<file path="config.mk">
export PLATFORM = sky130hd
export DESIGN_NAME = fft_input_loader_flat
export DESIGN_NICKNAME = d
export VERILOG_FILES = /design/src/rtl/fft_input_loader_if.sv /design/src/rtl/fft_input_loader.sv /design/src/flat_wrapper.sv
export SDC_FILE = /design/constraint.sdc
export NUM_CORES = 1
export LEC_CHECK = 0
export CAP_MARGIN = 10
export CORE_ASPECT_RATIO = 0.9
export CORE_MARGIN = 5
export CORE_UTILIZATION = 42
export DETAILED_ROUTE_END_ITERATION = 10
export PLACE_DENSITY = 0.74
export SLEW_MARGIN = 5
export SYNTH_ARGS = -nofsm -noshare
export SYNTH_HDL_FRONTEND = slang
export SYNTH_SLANG_ARGS = --single-unit
</file>
<file path="constraint.sdc">
create_clock -name clk -period 3.87 [get_ports clk]
set_input_delay 0.9675 -clock clk [delete_from_list [all_inputs] [get_ports clk]]
set_output_delay 0.9675 -clock clk [all_outputs]
set_load 0.01 [all_outputs]
</file>
<file path="src/rtl/fft_input_loader_if.sv">
// rtl/fft_input_loader_if.sv - sample stream handshake into the FFT input loader
interface fft_input_loader_if #(
    parameter int DATA_W = 32
);
    logic              s_valid;
    logic              s_ready;
    logic [DATA_W-1:0] s_data;

    modport master (output s_valid, output s_data, input s_ready);
    modport slave  (input s_valid, input s_data, output s_ready);
endinterface

</file>
<file path="src/rtl/fft_input_loader.sv">
// rtl/fft_input_loader.sv - bit-reversed frame loader and sequencer for fft1024 banks
module fft_input_loader #(
    parameter int N      = 1024,
    parameter int LOG2N  = 10,
    parameter int ADDR_W = 11,
    parameter int DATA_W = 32
) (
    input  logic              clk,
    input  logic              rst,
    fft_input_loader_if.slave s,
    output logic              ce0,
    output logic              wre0,
    output logic              oce0,
    output logic [ADDR_W-1:0] ad0,
    output logic [DATA_W-1:0] din0,
    output logic              ce1,
    output logic              wre1,
    output logic              oce1,
    output logic [ADDR_W-1:0] ad1,
    output logic [DATA_W-1:0] din1,
    output logic              sel,
    output logic              fft_start,
    input  logic              fft_finish,
    output logic              done,
    input  logic              bank_release
);

    typedef enum logic [2:0] {IDLE, LOAD, START, WAIT, HOLD} state_t;

    state_t            state, state_n;
    logic [LOG2N-1:0]  cnt, cnt_n;
    logic [LOG2N-1:0]  rev;
    logic [ADDR_W-1:0] addr;
    logic              accept, last;
    logic              s_ready_q, s_ready_n;
    logic              ce0_n, ce1_n, sel_n, start_n, done_n;
    logic [ADDR_W-1:0] ad0_n, ad1_n;
    logic [DATA_W-1:0] din0_n, din1_n;

    // The loader never reads the banks, so output clock enables stay low.
    assign oce0      = 1'b0;
    assign oce1      = 1'b0;
    assign wre0      = ce0;
    assign wre1      = ce1;
    assign s.s_ready = s_ready_q;

    assign accept = s.s_valid & s_ready_q;
    assign last   = (cnt == LOG2N'(N - 1));

    // Bit-reverse the sample index; the top reversed bit picks the bank.
    always_comb begin
        rev = '0;
        for (int i = 0; i < LOG2N; i++) begin
            rev[i] = cnt[LOG2N-1-i];
        end
        addr = {{(ADDR_W-LOG2N+1){1'b0}}, rev[LOG2N-2:0]};
    end

    // State register.
    always_ff @(posedge clk or posedge rst) begin
        if (rst) begin
            state <= IDLE;
        end else begin
            state <= state_n;
        end
    end

    // Next-state logic: load a frame, kick the FFT, wait, hold for the reader.
    always_comb begin
        state_n = state;
        case (state)
            IDLE:    if (accept) state_n = last ? START : LOAD;
            LOAD:    if (accept && last) state_n = START;
            START:   state_n = WAIT;
            WAIT:    if (fft_finish) state_n = HOLD;
            HOLD:    if (bank_release) state_n = IDLE;
            default: state_n = IDLE;
        endcase
    end

    // Output logic: next values for the registered bank ports and control pulses.
    always_comb begin
        ce0_n     = 1'b0;
        ce1_n     = 1'b0;
        ad0_n     = ad0;
        ad1_n     = ad1;
        din0_n    = din0;
        din1_n    = din1;
        cnt_n     = cnt;
        sel_n     = sel;
        start_n   = (state == START);
        done_n    = 1'b0;
        s_ready_n = (state_n == IDLE) || (state_n == LOAD);
        if (accept) begin
            cnt_n = last ? '0 : cnt + 1'b1;
            if (rev[LOG2N-1]) begin
                ce1_n  = 1'b1;
                ad1_n  = addr;
                din1_n = s.s_data;
            end else begin
                ce0_n  = 1'b1;
                ad0_n  = addr;
                din0_n = s.s_data;
            end
        end
        if (state == START) begin
            sel_n = 1'b1;
        end else if (state == WAIT && fft_finish) begin
            sel_n  = 1'b0;
            done_n = 1'b1;
        end
    end

    // Output and counter registers; reset drops any partial frame.
    always_ff @(posedge clk or posedge rst) begin
        if (rst) begin
            cnt       <= '0;
            s_ready_q <= 1'b0;
            ce0       <= 1'b0;
            ce1       <= 1'b0;
            ad0       <= '0;
            ad1       <= '0;
            din0      <= '0;
            din1      <= '0;
            sel       <= 1'b0;
            fft_start <= 1'b0;
            done      <= 1'b0;
        end else begin
            cnt       <= cnt_n;
            s_ready_q <= s_ready_n;
            ce0       <= ce0_n;
            ce1       <= ce1_n;
            ad0       <= ad0_n;
            ad1       <= ad1_n;
            din0      <= din0_n;
            din1      <= din1_n;
            sel       <= sel_n;
            fft_start <= start_n;
            done      <= done_n;
        end
    end

endmodule

</file>
<file path="src/flat_wrapper.sv">
// flat-port wrapper written by rule: the top's interface ports become plain ports
module fft_input_loader_flat 
#(
    parameter int N      = 1024,
    parameter int LOG2N  = 10,
    parameter int ADDR_W = 11,
    parameter int DATA_W = 32
)
  (clk, rst, ce0, wre0, oce0, ad0, din0, ce1, wre1, oce1, ad1, din1, sel, fft_start, fft_finish, done, bank_release, s_s_valid, s_s_data, s_s_ready);
  fft_input_loader_if #(.DATA_W(DATA_W)) s_i ();
  input  logic clk;
  input  logic rst;
  output logic ce0;
  output logic wre0;
  output logic oce0;
  output logic [ADDR_W-1:0] ad0;
  output logic [DATA_W-1:0] din0;
  output logic ce1;
  output logic wre1;
  output logic oce1;
  output logic [ADDR_W-1:0] ad1;
  output logic [DATA_W-1:0] din1;
  output logic sel;
  output logic fft_start;
  input  logic fft_finish;
  output logic done;
  input  logic bank_release;
  input wire logic [$bits(s_i.s_valid)-1:0] s_s_valid;
  input wire logic [$bits(s_i.s_data)-1:0] s_s_data;
  output wire logic [$bits(s_i.s_ready)-1:0] s_s_ready;
  assign s_i.s_valid = s_s_valid;
  assign s_i.s_data = s_s_data;
  assign s_s_ready = s_i.s_ready;
  fft_input_loader #(.N(N), .LOG2N(LOG2N), .ADDR_W(ADDR_W), .DATA_W(DATA_W)) u_core (.clk(clk), .rst(rst), .s(s_i), .ce0(ce0), .wre0(wre0), .oce0(oce0), .ad0(ad0), .din0(din0), .ce1(ce1), .wre1(wre1), .oce1(oce1), .ad1(ad1), .din1(din1), .sel(sel), .fft_start(fft_start), .fft_finish(fft_finish), .done(done), .bank_release(bank_release));
endmodule
</file>
After elaboration in Yosys (flattened, before gate mapping)
Cells that the tools add are included.

word-level totals
  register bits after elaboration = 101
  output and inout bits = 96

operators by class
  $add $sub $neg = 1
  equality and inequality tests = 6
  mux-type cells = 15
  bitwise gates (word level) = 2
  reductions and logical operators = 8

operators by type and width
  cell                   count
  $pmux 3 s5             1
  $mux 3                 4
  $add 10x1->10 const B  1
  $eq 10x10->1 const B   1
  $mux 10                1
  $mux 1                 8
  $eq 3x1->1 const B     2
  $eq 3x2->1 const B     2
  $logic_not 3->1        2
  $reduce_and 2->1       2
  $eq 3x3->1 const B     1
  $logic_and 1x1->1      2
  $mux 2                 1
  $reduce_bool 2->1      1
  $and 1x1->1            1
  $logic_or 1x1->1       1
  $not 1->1              1

Longest topological paths before layout
  depth in word-level cells = 6
  mapped depth = 6

Worst setup path after synthesis
Ideal clock, no wire load.

  kind = input to register
  from = input s_s_valid
  to = register u_core.din0[10]
  data arrival time = 1939 ps
  data required time = 3745 ps
  path slack = 1806 ps
  stages on the path = 6
  path through = buf_4 -> nand2_4 -> or2_1 -> buf_6 -> buf_6 -> mux2_4

on the way
  cells in the longest elaborated chain, start to end = 2

RTL lines
  what                               line                     RTL
  start, declared                    flat_wrapper.sv:28       input wire logic [$bits(s_i.s_valid)-1:0] s_s_valid;
  $and 1x1->1                        fft_input_loader.sv:47   assign accept = s.s_valid & s_ready_q;
  $reduce_and 2->1 (no source line)  n/a
  end signal, assigned               fft_input_loader.sv:135  din0 <= din0_n;
  end, declared                      fft_input_loader.sv:15   output logic [DATA_W-1:0] din0,

Every way passes these cells.
A chain may end at the register's enable or synchronous reset.

Final worst setup path
  from = input s_s_valid
  to = register u_core.din0[28]

Same word-level chain as after synthesis.

==> results.py <==
metrics = {
    "min_path": {
        "min_from": "u_core.ad1[1]$_DFFE_PP0P_",
        "hp-class": "register to register",
    },
    "place": {
        "placed_cell_area_um2": 5420,
        "gp_congestion": 0.767,
        "dp_cells": 509,
        "dp_hpwl_mm": 6.29,
        "pre_cts_ws_ns": 0.777,
        "io_buffer_count": 126,
    },
    "outcome": {
        "status": "finished, final reports clean",
    },
    "floorplan": {
        "core_um2": 9570,
        "rows": 34,
        "dieHeight_um": 103,
        "ioPinCount": 133,
        "die_x_um": 114,
        "die-area_um2": 11800,
        "start_util": 0.426,
    },
    "yosys": {
        "yosys_most_used_dff": "dfrtp_1",
        "yosysWarningCount": 0,
        "synth_cells": 267,
        "syn_area_um2": 4070,
        "synth_area_per_cell_um2": 15.3,
        "synth_top_area_frac": 0.620,
        "synth_edf_count": 0,
        "yosysSeqAreaShare": 0.620,
        "yosys.area.top_type": "dfrtp_1",
        "async_flop_share": 1.00,
        "synth_seq_cells": 101,
        "ys_types": 37,
        "synth.top_cells.by_area": "dfrtp_1 (62%), mux2_2 (14%), mux2_4 (10%), buf_4 (1.8%), buf_6 (1.1%)",
    },
    "timing": {
        "hold_viol": 0,
        "fin_worst_skew_ns": 0.00746,
        "whs_ns": 0.498,
        "period_minus_slack_ns": 2.73,
        "setup_violations": 0,
        "clock.fmax_mhz": 366,
        "maxSlewViolCount": 0,
        "fin_setup_tns_ns": 0,
        "slew_headroom": 0.652,
        "worstMarginPinSlew_ns": 0.518,
        "finalCritPeriodShare": 0.705,
        "fin_ws_ns": 1.14,
        "rsz0062_at_grt": "no",
    },
    "clocking": {
        "post_cts_resized": 0,
        "cts_tree": "yes",
        "cts-buffers-inserted": 9,
        "clkTransAtPathRegs_ns": 0.09,
        "cts_root_buf": "clkbuf_8",
        "hold_buffers": 0,
        "post_cts_buffers": 0,
        "clk_latency_ns": 0.35,
        "clockBufferDepth": 2,
        "cts.sinks": 101,
        "htree_levels": 3,
    },
    "global_routing": {
        "grt_overflow": 0,
        "grt_max_degree": 62,
        "grt.total_usage": 0.152,
        "grt_pass1_vias": 2695,
        "antenna_found_initial": 0,
        "grt_first_pass_wirelength_mm": 14.1,
    },
    "final_layout": {
        "final_layout_size_suffix_gt1_frac": 0.259,
        "finish.net_count": 432,
        "num_antenna_cells": 0,
        "nFillCells": 786,
        "multiInputGateArea_um2": 1400,
        "regArea_um2": 2530,
        "final_area_um2": 5590,
        "areaGrowthSynthToFinish_pct": 37.1,
        "final_cell_count_no_fill": 524,
        "post-route-util": 0.584,
    },
    "worst_setup_path": {
        "cp.required_ns": 4.10,
        "start_kind": "input pin",
        "cp_data_arrival_time_ns": 2.96,
        "end_kind": "register",
        "worstSetupPathType": "input pin to register",
        "critPathMaxFanout": 23,
        "startpoint": "s_s_valid",
        "reg2reg_from": "u_core.s.s_ready$_DFF_PP0_",
    },
    "route": {
        "drc": 0,
        "drt_iter0_drc": 71,
        "vias_per_cell": 4.92,
        "dr.pass1.iters": 4,
        "drtAntennaViolNets": 0,
        "vias": 2577,
        "wl_per_cell_um": 16.5,
        "routed_wl_mm": 8.63,
    },
    "power_and_ir_drop": {
        "power_leakage_nw": 2.44,
        "power_density_nw_per_um2": 543,
        "ir_worst_vdd_mv": 0.316,
        "total_power_mw": 3.03,
    },
    "flow_run": {
        "cap_violations": 0,
    },
}
-- where the power goes --
group	internal, mW	total [mW]	switching (mW)
Clock	0.249	0.579	0.331
Sequential	1.29	1.46	0.165
Combinational	0.633	0.995	0.362
Total	2.17	3.03	0.858
-- per-layer routing --
layer,wire [µm],global-route usage,vias to the layer above,share of wire
li1,-,-,1180,-
met1,3630,0.190,1299,0.42
met2,4240,0.252,86,0.49
met3,651,0.0529,12,0.075
met4,106,0.0438,0,0.012
met5,0,0,-,0
-- flip-flops by register name, indices dropped and copies added (netlist names) --
signal            flops
u_core.state          3
u_core.din0          32
u_core.din1          32
u_core.fft_start      1
u_core.s.s_ready      1
u_core.ad0            9
u_core.ce1            1
u_core.ad1            9
u_core.cnt           10
u_core.done           1
u_core.ce0            1
u_core.sel            1
-- Yosys cell counts (all sizes together) (2+ instances only) --
cell,number
or4,2
xnor2,4
nand4,3
inv,6
dfrtp,101
o21ai,8
or3,2
nand3,6
o31ai,3
nand2,11
nor2,3
nor4,2
buf,18
a21oi,4
o41ai,2
mux2,79
-- cell type report --
cell class                 instances  share of cell area
clock buffer                      12              0.0260
clock inverter                     3             0.00403
inverter                           6             0.00448
multi-input combinational        146               0.251
sequential                       101               0.453
tap                              126              0.0282
timing repair buffer             130               0.233
-- kinds of logic after synthesis --
family	after synthesis	share of synthesized area
AO/OA/AOI/OAI	22	0.0341
XOR/XNOR	4	0.00860
adder cells (fa/ha/maj)	1	0.00307
buffers and inverters	25	0.0408
flip-flops	101	0.620
multiplexers	79	0.244
other	1	0.000920
AND/OR/NAND/NOR	34	0.0479
-- critical path, cell delays in order --
cell	delay, ns
clkdlybuf4s50_1	0.58
nand2_4	0.16
or2_2	0.40
buf_4	0.46
mux2_2	0.38
-- cell usage in the layout, fill, tap and decap left out, types with 4 or more instances in the layout --
| cell | instances |
|---|---|
| mux2_2 | 51 |
| conb_1 | 6 |
| mux2_4 | 28 |
| clkdlybuf4s50_1 | 126 |
| inv_1 | 4 |
| o21ai_0 | 7 |
| a21oi_1 | 4 |
| nand3_1 | 5 |
| dfrtp_1 | 101 |
| xnor2_1 | 4 |
| clkbuf_8 | 10 |
| nand2_1 | 10 |
-- worst paths after layout --
check                                               to  cells past startpoint  slack [ns]
max                        u_core.din0[28]$_DFFE_PP0P_                      5        1.14
min                          u_core.ad1[1]$_DFFE_PP0P_                      2        0.50
max reg2reg                u_core.din0[28]$_DFFE_PP0P_                      4        1.87
min reg2reg                  u_core.ad1[1]$_DFFE_PP0P_                      2        0.50
max in group asynchronous   u_core.din0[5]$_DFFE_PP0P_                      3        2.16
min in group asynchronous   u_core.din1[6]$_DFFE_PP0P_                      2        1.00
Power figures use the tool's default switching activity.
